### src/rtl/despread.sv
// -----------------------------------------------------------------------------
// despread
//   Receive-side chip despreader. After reset it records SPREAD chips of the
//   same pseudo-random code the spreader uses, taken from its own lfsr
//   instance. It then XORs each received chip with the matching code chip and
//   counts the ones over one symbol. A majority vote over the symbol gives
//   the recovered information bit.
//
// Ports
//   i_clk      clock (single domain)
//   i_reset_n  asynchronous active-low reset
//   o_ready    code table loaded, chips are accepted from now on
//   i_data     received chip
//   i_valid    i_data valid this cycle
//   i_sync     current chip is chip 0 of a new symbol
//   o_data     recovered information bit (held until the next decision)
//   o_valid    one-cycle pulse: o_data / o_corr carry a new decision
//   o_corr     number of despread ones in the symbol just decided
// -----------------------------------------------------------------------------
module despread #(
  parameter int SPREAD       = 24,
  parameter int SIZE_COUNTER = $clog2(SPREAD),
  parameter int SIZE_CORR    = $clog2(SPREAD + 1)
) (
  input  logic                 i_clk,
  input  logic                 i_reset_n,
  output logic                 o_ready,
  input  logic                 i_data,
  input  logic                 i_valid,
  input  logic                 i_sync,
  output logic                 o_data,
  output logic                 o_valid,
  output logic [SIZE_CORR-1:0] o_corr
);

  localparam logic [SIZE_COUNTER-1:0] LAST_IDX = SIZE_COUNTER'(SPREAD - 1);
  localparam logic [SIZE_CORR-1:0]    HALF     = SIZE_CORR'(SPREAD / 2);

  // Code generator: same polynomial and seed as the spreader, so loading it
  // chip by chip reproduces the spreader's chip order exactly.
  logic lfsr_reset;
  logic lfsr_chip;

  assign lfsr_reset = ~i_reset_n;

  logic load_en_q, load_en_d;

  lfsr #(
    .WIDTH (8),
    .TAPS  (8'hB8),
    .SEED  (8'hA5)
  ) u_lfsr (
    .i_clk       (i_clk),
    .i_reset     (lfsr_reset),
    .i_valid     (load_en_q),
    .o_lfsr_data (lfsr_chip)
  );

  logic [SIZE_COUNTER-1:0] load_cnt_q, load_cnt_d;
  logic [SPREAD-1:0]       code_q, code_d;
  logic                    ready_q, ready_d;
  logic [SIZE_COUNTER-1:0] chip_cnt_q, chip_cnt_d;
  logic [SIZE_CORR-1:0]    acc_q, acc_d;
  logic                    valid_q, valid_d;
  logic                    data_q, data_d;
  logic [SIZE_CORR-1:0]    corr_q, corr_d;

  // Per-chip working values.
  logic                    start;
  logic [SIZE_COUNTER-1:0] idx;
  logic                    d_chip;
  logic [SIZE_CORR-1:0]    sum;

  always_comb begin
    // NOTE: every signal gets a default first so no path leaves it unassigned;
    // otherwise synthesis would infer a latch to hold the old value.
    load_en_d  = load_en_q;
    load_cnt_d = load_cnt_q;
    code_d     = code_q;
    ready_d    = ready_q | ~load_en_q;
    chip_cnt_d = chip_cnt_q;
    acc_d      = acc_q;
    valid_d    = 1'b0;
    data_d     = data_q;
    corr_d     = corr_q;
    start      = 1'b0;
    idx        = '0;
    d_chip     = 1'b0;
    sum        = '0;

    if (load_en_q) begin
      code_d[load_cnt_q] = lfsr_chip;
      load_cnt_d         = load_cnt_q + 1'b1;
      if (load_cnt_q == LAST_IDX) begin
        load_en_d = 1'b0;
      end
    end

    if (ready_q && i_valid) begin
      // i_sync restarts the symbol at any index; a partial symbol is dropped.
      start  = (chip_cnt_q == '0) || i_sync;
      idx    = start ? '0 : chip_cnt_q;
      d_chip = i_data ^ code_q[idx];
      sum    = start ? SIZE_CORR'(d_chip) : acc_q + SIZE_CORR'(d_chip);
      acc_d  = sum;
      if (idx == LAST_IDX) begin
        chip_cnt_d = '0;
        valid_d    = 1'b1;
        corr_d     = sum;
        data_d     = (sum > HALF);  // a tie decides 0
      end else begin
        chip_cnt_d = idx + 1'b1;
      end
    end
  end

  // NOTE: sequential state uses non-blocking assignments so every register
  // samples pre-edge values, independent of statement order.
  always_ff @(posedge i_clk or negedge i_reset_n) begin
    if (!i_reset_n) begin
      load_en_q  <= 1'b1;
      load_cnt_q <= '0;
      // NOTE: the code table is small flop storage, reset so that the
      // reset state is fully defined; a RAM-style table would not be.
      code_q     <= '0;
      ready_q    <= 1'b0;
      chip_cnt_q <= '0;
      acc_q      <= '0;
      valid_q    <= 1'b0;
      data_q     <= 1'b0;
      corr_q     <= '0;
    end else begin
      load_en_q  <= load_en_d;
      load_cnt_q <= load_cnt_d;
      code_q     <= code_d;
      ready_q    <= ready_d;
      chip_cnt_q <= chip_cnt_d;
      acc_q      <= acc_d;
      valid_q    <= valid_d;
      data_q     <= data_d;
      corr_q     <= corr_d;
    end
  end

  assign o_ready = ready_q;
  assign o_valid = valid_q;
  assign o_data  = data_q;
  assign o_corr  = corr_q;

endmodule

// -----------------------------------------------------------------------------
// lfsr
//   Fibonacci LFSR shared with the spreader. Held at SEED while i_reset is
//   high; advances one step on each clock with i_valid=1. o_lfsr_data is the
//   MSB of the current state.
//
// Ports
//   i_clk        clock
//   i_reset      asynchronous active-high reset
//   i_valid      advance enable
//   o_lfsr_data  current code chip
// -----------------------------------------------------------------------------
module lfsr #(
  parameter int               WIDTH = 8,
  parameter logic [WIDTH-1:0] TAPS  = 8'hB8,
  parameter logic [WIDTH-1:0] SEED  = 8'hA5
) (
  input  logic i_clk,
  input  logic i_reset,
  input  logic i_valid,
  output logic o_lfsr_data
);

  logic [WIDTH-1:0] state_q, state_d;

  always_comb begin
    state_d = state_q;
    if (i_valid) begin
      state_d = {state_q[WIDTH-2:0], ^(state_q & TAPS)};
    end
  end

  always_ff @(posedge i_clk or posedge i_reset) begin
    if (i_reset) begin
      state_q <= SEED;
    end else begin
      state_q <= state_d;
    end
  end

  assign o_lfsr_data = state_q[WIDTH-1];

endmodule

### config.mk
export PLATFORM = sky130hd
export DESIGN_NAME = despread
export DESIGN_NICKNAME = d
export VERILOG_FILES = /design/src/rtl/despread.sv
export SDC_FILE = /design/constraint.sdc
export NUM_CORES = 1
export LEC_CHECK = 0
export ABC_CLOCK_PERIOD_IN_PS = 3300
export BUFFER_PORTS_ARGS = -buffer_cell sky130_fd_sc_hd__buf_2
export CAP_MARGIN = 10
export CORE_MARGIN = 10
export CORE_UTILIZATION = 61
export CTS_CLUSTER_SIZE = 8
export DETAILED_ROUTE_END_ITERATION = 10
export MAX_ROUTING_LAYER = met4
export PLACE_DENSITY = 0.86
export SYNTH_ARGS = -nofsm -noshare
export SYNTH_HDL_FRONTEND = slang
export SYNTH_SLANG_ARGS = --single-unit
### constraint.sdc
create_clock -name i_clk -period 3.3 [get_ports i_clk]
set_input_delay 0.33 -clock i_clk [delete_from_list [all_inputs] [get_ports i_clk]]
set_output_delay 0.33 -clock i_clk [all_outputs]
set_load 0.02 [all_outputs]
; Word level (Yosys, flattened, before mapping)
; Cells that the tools add are included.
[word_totals]
out_inout_bits = 8
word_cells = 40
register_bits = 56
[op_classes]
add_sub_neg = 3
n_lt_le_gt_ge = 4
n_reduce_logical = 6
bitwise_logic = 3
n_mux = 12
eq_ne = 2
[op_table]
columns = op, count
row1 = bitwise mux 24 bit, 1
row2 = 2-to-1 mux 5 bit, 3
row3 = < comparator 5 x 6 -> 1 bit (second input constant), 2
row4 = adder 5 x 1 -> 5 bit (second input constant), 2
row5 = == test 5 bit (second input constant), 2
row6 = parity 8 bit, 1
row7 = 2-to-1 mux 1 bit, 6
row8 = adder 5 x 1 -> 5 bit, 1
row9 = binary-select mux 1 bit (select 5 bit), 1
row10 = demux 1 bit (select 5 bit), 1
row11 = >= comparator 5 x 1 -> 1 bit (second input constant), 1
row12 = > comparator 5 x 4 -> 1 bit (second input constant), 1
row13 = zero test 5 bit, 1
row14 = logical AND 1 bit, 2
row15 = AND reduction 2 bit, 1
row16 = logical OR 1 bit, 1
row17 = NOT 1 bit, 1
row18 = OR 1 bit, 1
row19 = XOR 1 bit, 1

; Depth between registers and ports, before layout
; Gate-level depths: netlist of the first run.
[depth]
word_depth = 9
depth_mapped = 13

; By module
; Synthesis of the first run repeated with hierarchy kept, for this count alone.
[unflattened]
cells_unflattened = 273
area_unflattened_um2 = 2901.5
[modules_own_cells]
columns = module, area_each_um2, cells_each, seq_area_each_um2, n_inst
row1 = despread, 2573.7, 251, 1202.4, 1
row2 = lfsr, 327.8, 22, 205.2, 1

; Worst setup path after synthesis of the first run
; OpenSTA, ideal clock, no wires.
[synth_timing]
path_kind = reg2reg
from = register chip_cnt_q[0]
to = register corr_q[4] (netlist: o_corr[4])
stages_incl_launch_ff = 13
arrival_ns = 2.353
path_slack_ns = 0.822
synth_period_minus_slack_ns = 2.478
required_ns = 3.175
setup_time_ns = 0.125
path_cell_list = dfrtp_1 > buf_6 > buf_6 > nor3b_1 > o21bai_1 > a211oi_2 > o32ai_1 > xor2_1 > ha_1 > ha_1 > nand3_1 > xnor2_1 > mux2_4
[synth_between]
elab_chain_len = 8
[synth_lines]
columns = item, line_no
row1 = "start, declared", 62  ; logic [SIZE_COUNTER-1:0] chip_cnt_q, chip_cnt_d;
row2 = "start signal, assigned", 137  ; chip_cnt_q <= chip_cnt_d;
row3 = zero test 5 bit, 101  ; start = (chip_cnt_q == '0) || i_sync;
row4 = logical OR 1 bit, 101
row5 = 2-to-1 mux 5 bit, 102  ; idx = start ? '0 : chip_cnt_q;
row6 = binary-select mux 1 bit (select 5 bit), 103  ; d_chip = i_data ^ code_q[idx];
row7 = 2-to-1 mux 1 bit (not written as such), 103
row8 = XOR 1 bit, 103
row9 = adder 5 x 1 -> 5 bit, 104  ; sum = start ? SIZE_CORR'(d_chip) : acc_q + SIZE_CORR'(d_chip);
row10 = 2-to-1 mux 5 bit, 104
row11 = "end signal, assigned", 141  ; corr_q <= corr_d;
row12 = "end, declared", 66  ; logic [SIZE_CORR-1:0] corr_q, corr_d;
; Parallel ways exist; a longest one is shown, timed or not. The select of a mux whose other input is x is not followed.
; A chain may end at the register's enable or synchronous reset.

; Worst setup path after layout of the first run
; Same ends and word-level chain as after synthesis.

==> metrics, run 1 <==
reg-to-reg slack, setup=460 ps; status=complete, no violations; CTS Buf Count=5; Synth async-reset ratio=1.00; leakage power=~0.0014 uW; htree depth=2; Slew Limit Fails=0; final hold vios=0; syn_area_per_cell=10.5 sq um; Yosys warnings=0; Clock Path Buffers=2; min Tclk post-route=around 2800 ps; most frequent cells in the layout=dfrtp_1, nor2_1, mux2_2; Die W=88.5 um; Hold Path Class=input pin to asynchronous set/reset pin; post-DR vias/cell=5.79; initial antenna violation count=0; R2R Path End=o_corr[4]; Layout Nets=a little under 300; first-pass GRT wire length=9.23 mm; f_max=352 MHz; largest net degree at the start of global routing=39; # rows=24; die area=7830 sq um; VDD IR max=220 uV; Initial Utilization=0.643; Reg-to-Reg Start=chip_cnt_q[0]; drt pass-1 iters=4; Vias=between 1,500 and 2,000; Synth Flop Type=dfrtp_1; DRC Markers=0; CTS tree=built; # Max-Cap Violations=0; final worst path period share=0.861; part of the Yosys area used for sequential elements=0.492; CTS Hold Buffers Added=0; Setup Crit Path Kind=flip-flop to flip-flop; io pins=13; TNS Setup=0 ps; GP Congestion=0.860; CP max FO=18; overall routing resource usage=0.153; Worst Setup End Kind=flip-flop; Iter 0 DRT Violations=82; Critical Path RT=3510 ps; vias in the first global route=1,926; RSZ-0062 raised after global routing=false; Reg2Reg Depth=9; layout cells sized above 1=0.252; library cells used by synthesis=47; Clk pin slew, worst setup/hold paths=100 ps; Synth Cell Area=2860 sq um; Core ar.=4440 sq um; Die Ht=approximately 88 um; GRT Residual Overflow=0; pwr dens=434 nW/um^2; drt total wl=5.28 mm; leading cell type in the layout, fill and taps excluded=dfrtp_1; Worst-Margin Slew=about 850 ps; Post-DP HPWL=3.70 mm; Setup Viol. Count Final=0; Post-Syn Instances=271; Final Core Density=0.681; Root Buffer=clkbuf_8; routed len/inst=16.0 um; EDFF count, synth=0; Area growth syn-to-layout=5.91%; Clock Latency Late Sink=roughly 320 ps; Worst Skew=6.95 ps; clock sink total=56; Diodes inserted=0; Yosys reg bits=56; Worst slew margin=0.434; Port-buffer cells=12; Routed Antenna Nets=0; crit path DAT=3050 ps; Syn Nets=between 200 and 300; Startpoint Class=flip-flop
[repair_timing]
item,in CTS,in global routing
resized for setup,0,1
endpoints found under the setup margin,0,1
endpoints found under the hold margin,0,0
setup buffers,0,0
[per-layer routing]
metal	routed length (um)	share of wire	up-vias	track usage
met5	0	0	-	-
met4	89	0.017	0	0.0587
met3	257	0.049	7	0.0377
met2	2410	0.46	39	0.230
met1	2520	0.48	923	0.195
li1	-	-	941	-
[critical path: stages (launching register included)]
cell	delay, ps
dfrtp_2	600
mux2_2	380
a221oi_1	400
o32ai_1	180
xor2_1	150
ha_1	200
ha_1	230
nand3_1	150
xnor2_1	170
mux2_4	270
[sequential cells by signal (all words and copies together), names as in the netlist]
signal / cells
o_corr: 5
u_lfsr.state_q: 8
o_ready: 1
load_en_q: 1
o_valid: 1
o_data: 1
chip_cnt_q: 5
acc_q: 5
code_q: 24
load_cnt_q: 5
[cell families after synthesis]
family / share of synthesized area
DFF: 0.492
and+or+nand+nor: 0.161
adders and majority gates: 0.0306
muxes: 0.165
xor gates and xnor gates: 0.0306
AOI/OAI and AO/OA: 0.0875
buffers and inverters: 0.0333
[report_power, final]
| group | switching, uW | internal [uW] |
|---|---|---|
| clock | 224 | 230 |
| combinational | 74.0 | 54.5 |
| sequential | 30.9 | 700 |
| total | 329 | 984 |
[synthesized netlist by cell type (all sizes together), types with 2 or more instances]
master,instances,area share
dfrtp,51,0.45
mux2,37,0.15
nor2,37,0.049
nand2,26,0.034
o21ai,18,0.032
a21oi,9,0.016
buf,8,0.019
ha,7,0.031
xnor2,7,0.021
clkbuf,6,0.0079
nor2b,6,0.014
dfstp,5,0.046
inv,5,0.0066
mux2i,5,0.018
nand3,5,0.0088
nand4,4,0.0088
nand2b,3,0.0066
nor3,3,0.0070
xor2,3,0.0092
a221oi,2,0.0083
and3,2,0.0044
nor3b,2,0.0053
o21a,2,0.0053
o21bai,2,0.0053
or3,2,0.0044
[final cells by class]
cell class / instances / area (sq um)
Multi-Input combinational cell: 196 / 1360
Inverter: 5 / 18.8
Clock inverter: 2 / 38.8
Timing Repair Buffer: 13 / 67.6
Tap cell: 52 / 65.1
Fill cell: 338 / 1420
Clock buffer: 6 / 72.6
Sequential cell: 56 / 1410
[per-stage QoR]
stage	power [uW]	setup WS (ps)	std cells	hold slack [ps]	cell area (sq um)
2_1_floorplan	837	822	271	34.4	2860
3_3_place_gp	865	393	322	456	2920
3_5_place_dp	869	302	322	466	2920
4_1_cts	1320	267	330	136	3030
5_1_grt	1370	211	330	173	3030
6_report	1310	460	330	114	3030
[how the worst max path moves through the flow]
stage	start	endpoint	slack [ps]	cells after the start
finish	chip_cnt_q[0]	o_corr[4]	460	9
global route	chip_cnt_q[0]	acc_q[4]	210	11
CTS	chip_cnt_q[0]	o_corr[4]	270	9
floorplan	chip_cnt_q[0]	o_corr[4]	820	12
global placement	chip_cnt_q[0]	o_corr[4]	390	9
detailed placement	chip_cnt_q[0]	o_corr[4]	300	9
(Power assumes the default switching activity.)
==> run 2: changes to the inputs <==
--- a/config.mk
+++ b/config.mk
@@ -10,10 +10,10 @@
 export CAP_MARGIN = 10
 export CORE_MARGIN = 10
 export CORE_UTILIZATION = 61
-export CTS_CLUSTER_SIZE = 8
 export DETAILED_ROUTE_END_ITERATION = 10
 export MAX_ROUTING_LAYER = met4
 export PLACE_DENSITY = 0.86
 export SYNTH_ARGS = -nofsm -noshare
 export SYNTH_HDL_FRONTEND = slang
+export SYNTH_HIERARCHICAL = 1
 export SYNTH_SLANG_ARGS = --single-unit
==> run 2 against run 1 <==
Synthesized cell count grew 0.74%. Non-clock buffer count rose by 3. Combinational power is 16% lower. Flip-flop and latch count is the same. Highest routed layer unchanged. Count of clock-buffer cells in the layout stayed put. Via count is 5.3% higher. Setup slack worse by 180 ps. Largest cell class unchanged. Critical path type unchanged.
==> metrics, run 2 <==
Initial Utilization=0.623; vias in the first global route=2,063; Hold Path Class=input pin to asynchronous set/reset pin; Clk pin slew, worst setup/hold paths=100 ps; most frequent cell after synthesis=dfrtp_1; # rows=25; library cells used by synthesis=48; worst path cell trace=mux2i_1 -> a2111oi_4 -> a221oi_2 -> a32oi_2 -> a21oi_2 -> xnor2_1 -> ha_1 -> ha_1 -> nand2b_1 -> a21oi_2 -> o21ai_0 -> a21oi_1 -> nor2_1 -> o21ai_0; CTS Buf Count=5; CTS Hold Buffers Added=0; post-DR vias/cell=approximately 6.0; Diodes inserted=0; CTS tree=built; # Max-Cap Violations=0; RSZ-0062 raised after global routing=false; Setup Crit Path Kind=flip-flop to flip-flop; f_max=331 MHz; first-pass GRT wire length=between 9 and 10 mm; leakage power=0.00140 uW; Startpoint Class=flip-flop; Core ar.=approximately 4700 sq um; Largest Register=code_q; layout cells sized above 1=0.252; Reg2Reg Depth=14; drt pass-1 iters=4; most frequent cells in the layout=dfrtp_1, nor2_1, mux2_2; Synth top area share=0.440; final hold vios=0; syn_area_per_cell=10.6 sq um; die area=between 7000 and 8000 sq um; Crit. path cell count=14; min Tclk post-route=3020 ps; Die Ht=89.0 um; overall routing resource usage=0.164; Setup Viol. Count Final=0; drt total wl=around 5.6 mm; Clock Latency Late Sink=310 ps; Worst Setup End Kind=flip-flop; Routed Antenna Nets=0; VDD IR max=~330 uV; routed len/inst=16.6 um; EDFF count, synth=0; largest net degree at the start of global routing=28; Layout Nets=just under 300; Synth Flop Type=dfrtp_1; max reg flops=24; ranking of synthesized cells by area=dfrtp_1, mux2_2, nor2_1; Vias=2,012; Worst slew margin=0.596; status=complete, no violations; Die W=89.0 um; Synth top cells by count=dfrtp_1, nor2_1, mux2_2, nand2_1, o21ai_0; Critical Path RT=roughly 3500 ps; initial antenna violation count=0; Synth async-reset ratio=1.00; Yosys top cell by area=dfrtp_1; Clock Path Buffers=2; Worst-Margin Slew=605 ps; Slew Limit Fails=0; DRC Markers=0; Iter 0 DRT Violations=about 270; clock sink total=56; slowest cell delay on critical path=580 ps; io pins=13; part of the Yosys area used for sequential elements=0.485; Slowest-stage cell, CP=dfrtp_4; CP delay by family, top=compound AO/OA/AOI/OAI gates; htree depth=2; Root Buffer=clkbuf_8; critical path buffer and inverter count=0; GRT Residual Overflow=0; Yosys reg bits=56; Regs by FF count=code_q x24, u_lfsr/state_q x8; Post-Syn Instances=273; pwr dens=390 nW/um^2; crit path DAT=3260 ps; Design Area, Final=3070 sq um; leading cell type in the layout, fill and taps excluded=dfrtp_1; Port-buffer cells=12; TNS Setup=0 ps; Hold WS=11.2 ps; Post-DP HPWL=a little under 4 mm; Yosys warnings=6; final worst path period share=0.915; Synth Cell Area=between 2000 and 3000 sq um; CP max FO=15; placed instance area=approximately 3000 sq um; Syn Nets=285; Area growth syn-to-layout=5.95%; GP Congestion=approximately 0.93; Worst Skew=9.54 ps
## run 2: final cells by class
class                           count  area [sq um]
Clock buffer                        6          72.6
Inverter                            9          33.8
Multi-Input combinational cell    193          1390
Sequential cell                    56          1410
Clock inverter                      2          13.8
Timing Repair Buffer               16          90.1
Fill cell                         355          1590
Tap cell                           54          67.6
## run 2: timing repair
item,4_1_cts,5_1_grt
gates resized for setup,0,3
buffers inserted,0,2
setup endpoints to repair,0,3
## run 2: kinds of logic (layout without fill, tap and decap cells)
kind of cell,count (synthesis),count (layout),synth area share
simple gates,94,94,0.154
flops,56,56,0.485
compound gates,42,42,0.104
mux,41,41,0.160
buf+inv,24,33,0.0388
xor+xnor,9,9,0.0272
fa+ha+maj,7,7,0.0302
## run 2: power breakdown
| part | switching (uW) | internal, uW | total (uW) |
|---|---|---|---|
| sequential | 19.6 | 696 | 716 |
| clock | 224 | 152 | 376 |
| combinational | 66.7 | 40.0 | 107 |
| total | 311 | 888 | 1200 |
## run 2: per-stage QoR
stage	total power [uW]	utilization	worst slack, ps	std cells
2_1_floorplan	802	-	655	273
3_3_place_gp	826	0.636	333	326
3_5_place_dp	830	0.636	145	326
4_1_cts	1200	0.655	79.7	334
5_1_grt	1250	0.660	12.9	336
6_report	1200	0.660	280	336
## run 2: worst paths after layout
check	start	slack, ps	to
worst max-delay path	chip_cnt_q[0]	280	o_data
worst min-delay path	i_reset_n	10	code_q[15]
worst max register to register	chip_cnt_q[0]	280	o_data
worst min register to register	o_corr[3]	480	o_corr[3]
max in group asynchronous	i_reset_n	2570	code_q[20]
min in group i_clk	o_corr[3]	480	o_corr[3]
## run 2: layer usage
layer | up-vias | GRT usage | routed length [um]
li1 | 955 | - | -
met1 | 1001 | 0.207 | 2470
met2 | 43 | 0.245 | 2720
met3 | 13 | 0.0365 | 232
met4 | 0 | 0.0780 | 158
met5 | - | - | 0
## run 2: worst reg2reg max path: cells and delay by family, from the launching register on
| family | cells | cell delay [ps] |
|---|---|---|
| AO/OA/AOI/OAI | 8 | 1320 |
| XOR/XNOR | 1 | 140 |
| adder cells (fa/ha/maj) | 2 | 480 |
| flip-flops | 1 | 580 |
| multiplexers | 1 | 180 |
| AND/OR/NAND/NOR | 2 | 260 |
==> run 3: changes to the inputs <==
--- a/config.mk
+++ b/config.mk
@@ -11,9 +11,10 @@
 export CORE_MARGIN = 10
 export CORE_UTILIZATION = 61
 export DETAILED_ROUTE_END_ITERATION = 10
-export MAX_ROUTING_LAYER = met4
 export PLACE_DENSITY = 0.86
+export SLEW_MARGIN = 10
 export SYNTH_ARGS = -nofsm -noshare
 export SYNTH_HDL_FRONTEND = slang
 export SYNTH_HIERARCHICAL = 1
 export SYNTH_SLANG_ARGS = --single-unit
+export TNS_END_PERCENT = 50
==> run 3 against run 2 <==
Cell count decreased by 0.30%. Routed wire length fell by 1.0%. Largest cell class unchanged. Global-route usage down 0.38 points. Clock power decreased by 2%. Non-clock buffer count is 1 lower. Count of clock-buffer cells in the layout did not move.
==> metrics, run 3 (synthesis gave the netlist of run 2 again) <==
vias in the first global route=2,063; Routed Antenna Nets=0; critical path buffer and inverter count=0; Clk pin slew, worst setup/hold paths=100 ps; Worst Setup End Kind=flip-flop; Vias=between 2,000 and 2,500; switching power=303 uW; overall routing resource usage=0.160; leakage power=0.00139 uW; crit path DAT=between 3000 and 4000 ps; Comb power frac=0.089; Regs by FF count=code_q x24, u_lfsr/state_q x8; GRT Residual Overflow=0; Reg-to-Reg Start=chip_cnt_q[0]; Hold Path Class=input pin to asynchronous set/reset pin; first-pass GRT wire length=about 9.9 mm; clock sink total=56; Worst-Margin Slew=597 ps; status=complete, no violations; reg-to-reg slack, setup=300 ps; VDD IR max=324 uV; io pins=13; Startpoint Class=flip-flop; Fill cells=356; Core ar.=between 4000 and 5000 sq um; final worst path period share=0.910; RSZ-0062 raised after global routing=false; CTS Buf Count=5; initial antenna violation count=0; most frequent cells in the layout=dfrtp_1, nor2_1, mux2_2; Iter 0 DRT Violations=244; Hold WS=9.01 ps; pwr dens=around 390 nW/um^2; Setup Viol. Count Final=0; Layout Nets=about 290; P_int=887 uW; final hold vios=0; CTS tree=built; leading cell type in the layout, fill and taps excluded=dfrtp_1; # rows=25; Die W=~89 um; max reg flops=24; Worst slew margin=0.602; Port-buffer cells=12; Slew Limit Fails=0; DRC Markers=0; CTS Hold Buffers Added=0; Setup Crit Path Kind=flip-flop to flip-flop; worst path cell trace=mux2i_1 -> a2111oi_4 -> a221oi_2 -> a32oi_2 -> a21oi_2 -> xnor2_1 -> ha_1 -> ha_1 -> nand2b_1 -> a21oi_2 -> o21ai_0 -> a21oi_1 -> nor2_1 -> o21ai_0; Critical Path RT=between 3000 and 4000 ps; routed len/inst=16.5 um; Die Ht=89.0 um; drt total wl=5.52 mm; CP delay by family, top=compound AO/OA/AOI/OAI gates; drt pass-1 iters=4; Sw Share=0.255; htree depth=2; Post-DP HPWL=3.97 mm; slowest cell delay on critical path=570 ps; Worst Skew=8.96 ps; f_max=333 MHz; Clock Path Buffers=2; layout cells sized above 1=0.249; Initial Utilization=0.623; Diodes inserted=0; Design Area, Final=3070 sq um; GP Congestion=0.913; Root Buffer=clkbuf_8; # Max-Cap Violations=0; Area growth syn-to-layout=5.69%; largest net degree at the start of global routing=28; Slowest-stage cell, CP=dfrtp_4; Largest Register=code_q; CP max FO=12; placed instance area=roughly 3000 sq um; Final Core Density=0.658; Clk pwr share=0.311; R2R Path End=o_data; Reg2Reg Depth=14; die area=7920 sq um; TNS Setup=0 ps; post-DR vias/cell=6.04; min Tclk post-route=3000 ps; Seq pwr share=0.601; Clock Latency Late Sink=310 ps
## run 3: cell types whose count changed in the layout (fill, tap and decap cells not counted)
cell and change:
buf_4 -1
## run 3: how the worst max path moves through the flow
stage                        end  cells past startpoint     startpoint  slack, ps
final                     o_data                     14  chip_cnt_q[0]        300
after global routing      o_data                     14  chip_cnt_q[0]         30
after CTS                 o_data                     14  chip_cnt_q[0]         80
after detailed placement  o_data                     14  chip_cnt_q[0]        150
after global placement    o_data                     14  chip_cnt_q[0]        330
after floorplan           o_data                     15         i_sync        660
## run 3: area by class of cell
cell class,count,area [sq um],share of cell area
Sequential cell,56,1410,0.460
Multi-Input combinational cell,193,1390,0.452
Timing Repair Buffer,15,82.6,0.0269
Clock buffer,6,72.6,0.0237
Tap cell,54,67.6,0.0220
Inverter,9,33.8,0.0110
Clock inverter,2,13.8,0.00449
## run 3: per-layer routing
| metal | part of all wire | vias to the layer above | track usage |
|---|---|---|---|
| li1 | - | 956 | - |
| met1 | 0.45 | 1016 | 0.209 |
| met2 | 0.49 | 40 | 0.245 |
| met3 | 0.037 | 13 | 0.0365 |
| met4 | 0.029 | 0 | 0.0780 |
| met5 | 0 | - | 0 |
## run 3: power groups by stage
stage	clock network [uW]	logic [uW]	registers, uW
after floorplan	0	88.2	713
after detailed placement	0	102	728
after CTS	383	102	714
final	370	106	715
after global placement	0	99.4	726
after global routing	416	118	718
## run 3: timing repair
action / in CTS / in global routing
gates resized for setup: 0 / 3
setup endpoints to repair: 0 / 3
hold endpoints to repair: 0 / 0
setup buffers: 0 / 1
## run 3: metrics by stage
| stage | total power, uW | instances | worst slack [ps] |
|---|---|---|---|
| 2_1_floorplan | 802 | 273 | 655 |
| 3_3_place_gp | 826 | 326 | 333 |
| 3_5_place_dp | 830 | 326 | 145 |
| 4_1_cts | 1200 | 334 | 79.7 |
| 5_1_grt | 1250 | 335 | 27.8 |
| 6_report | 1190 | 335 | 298 |
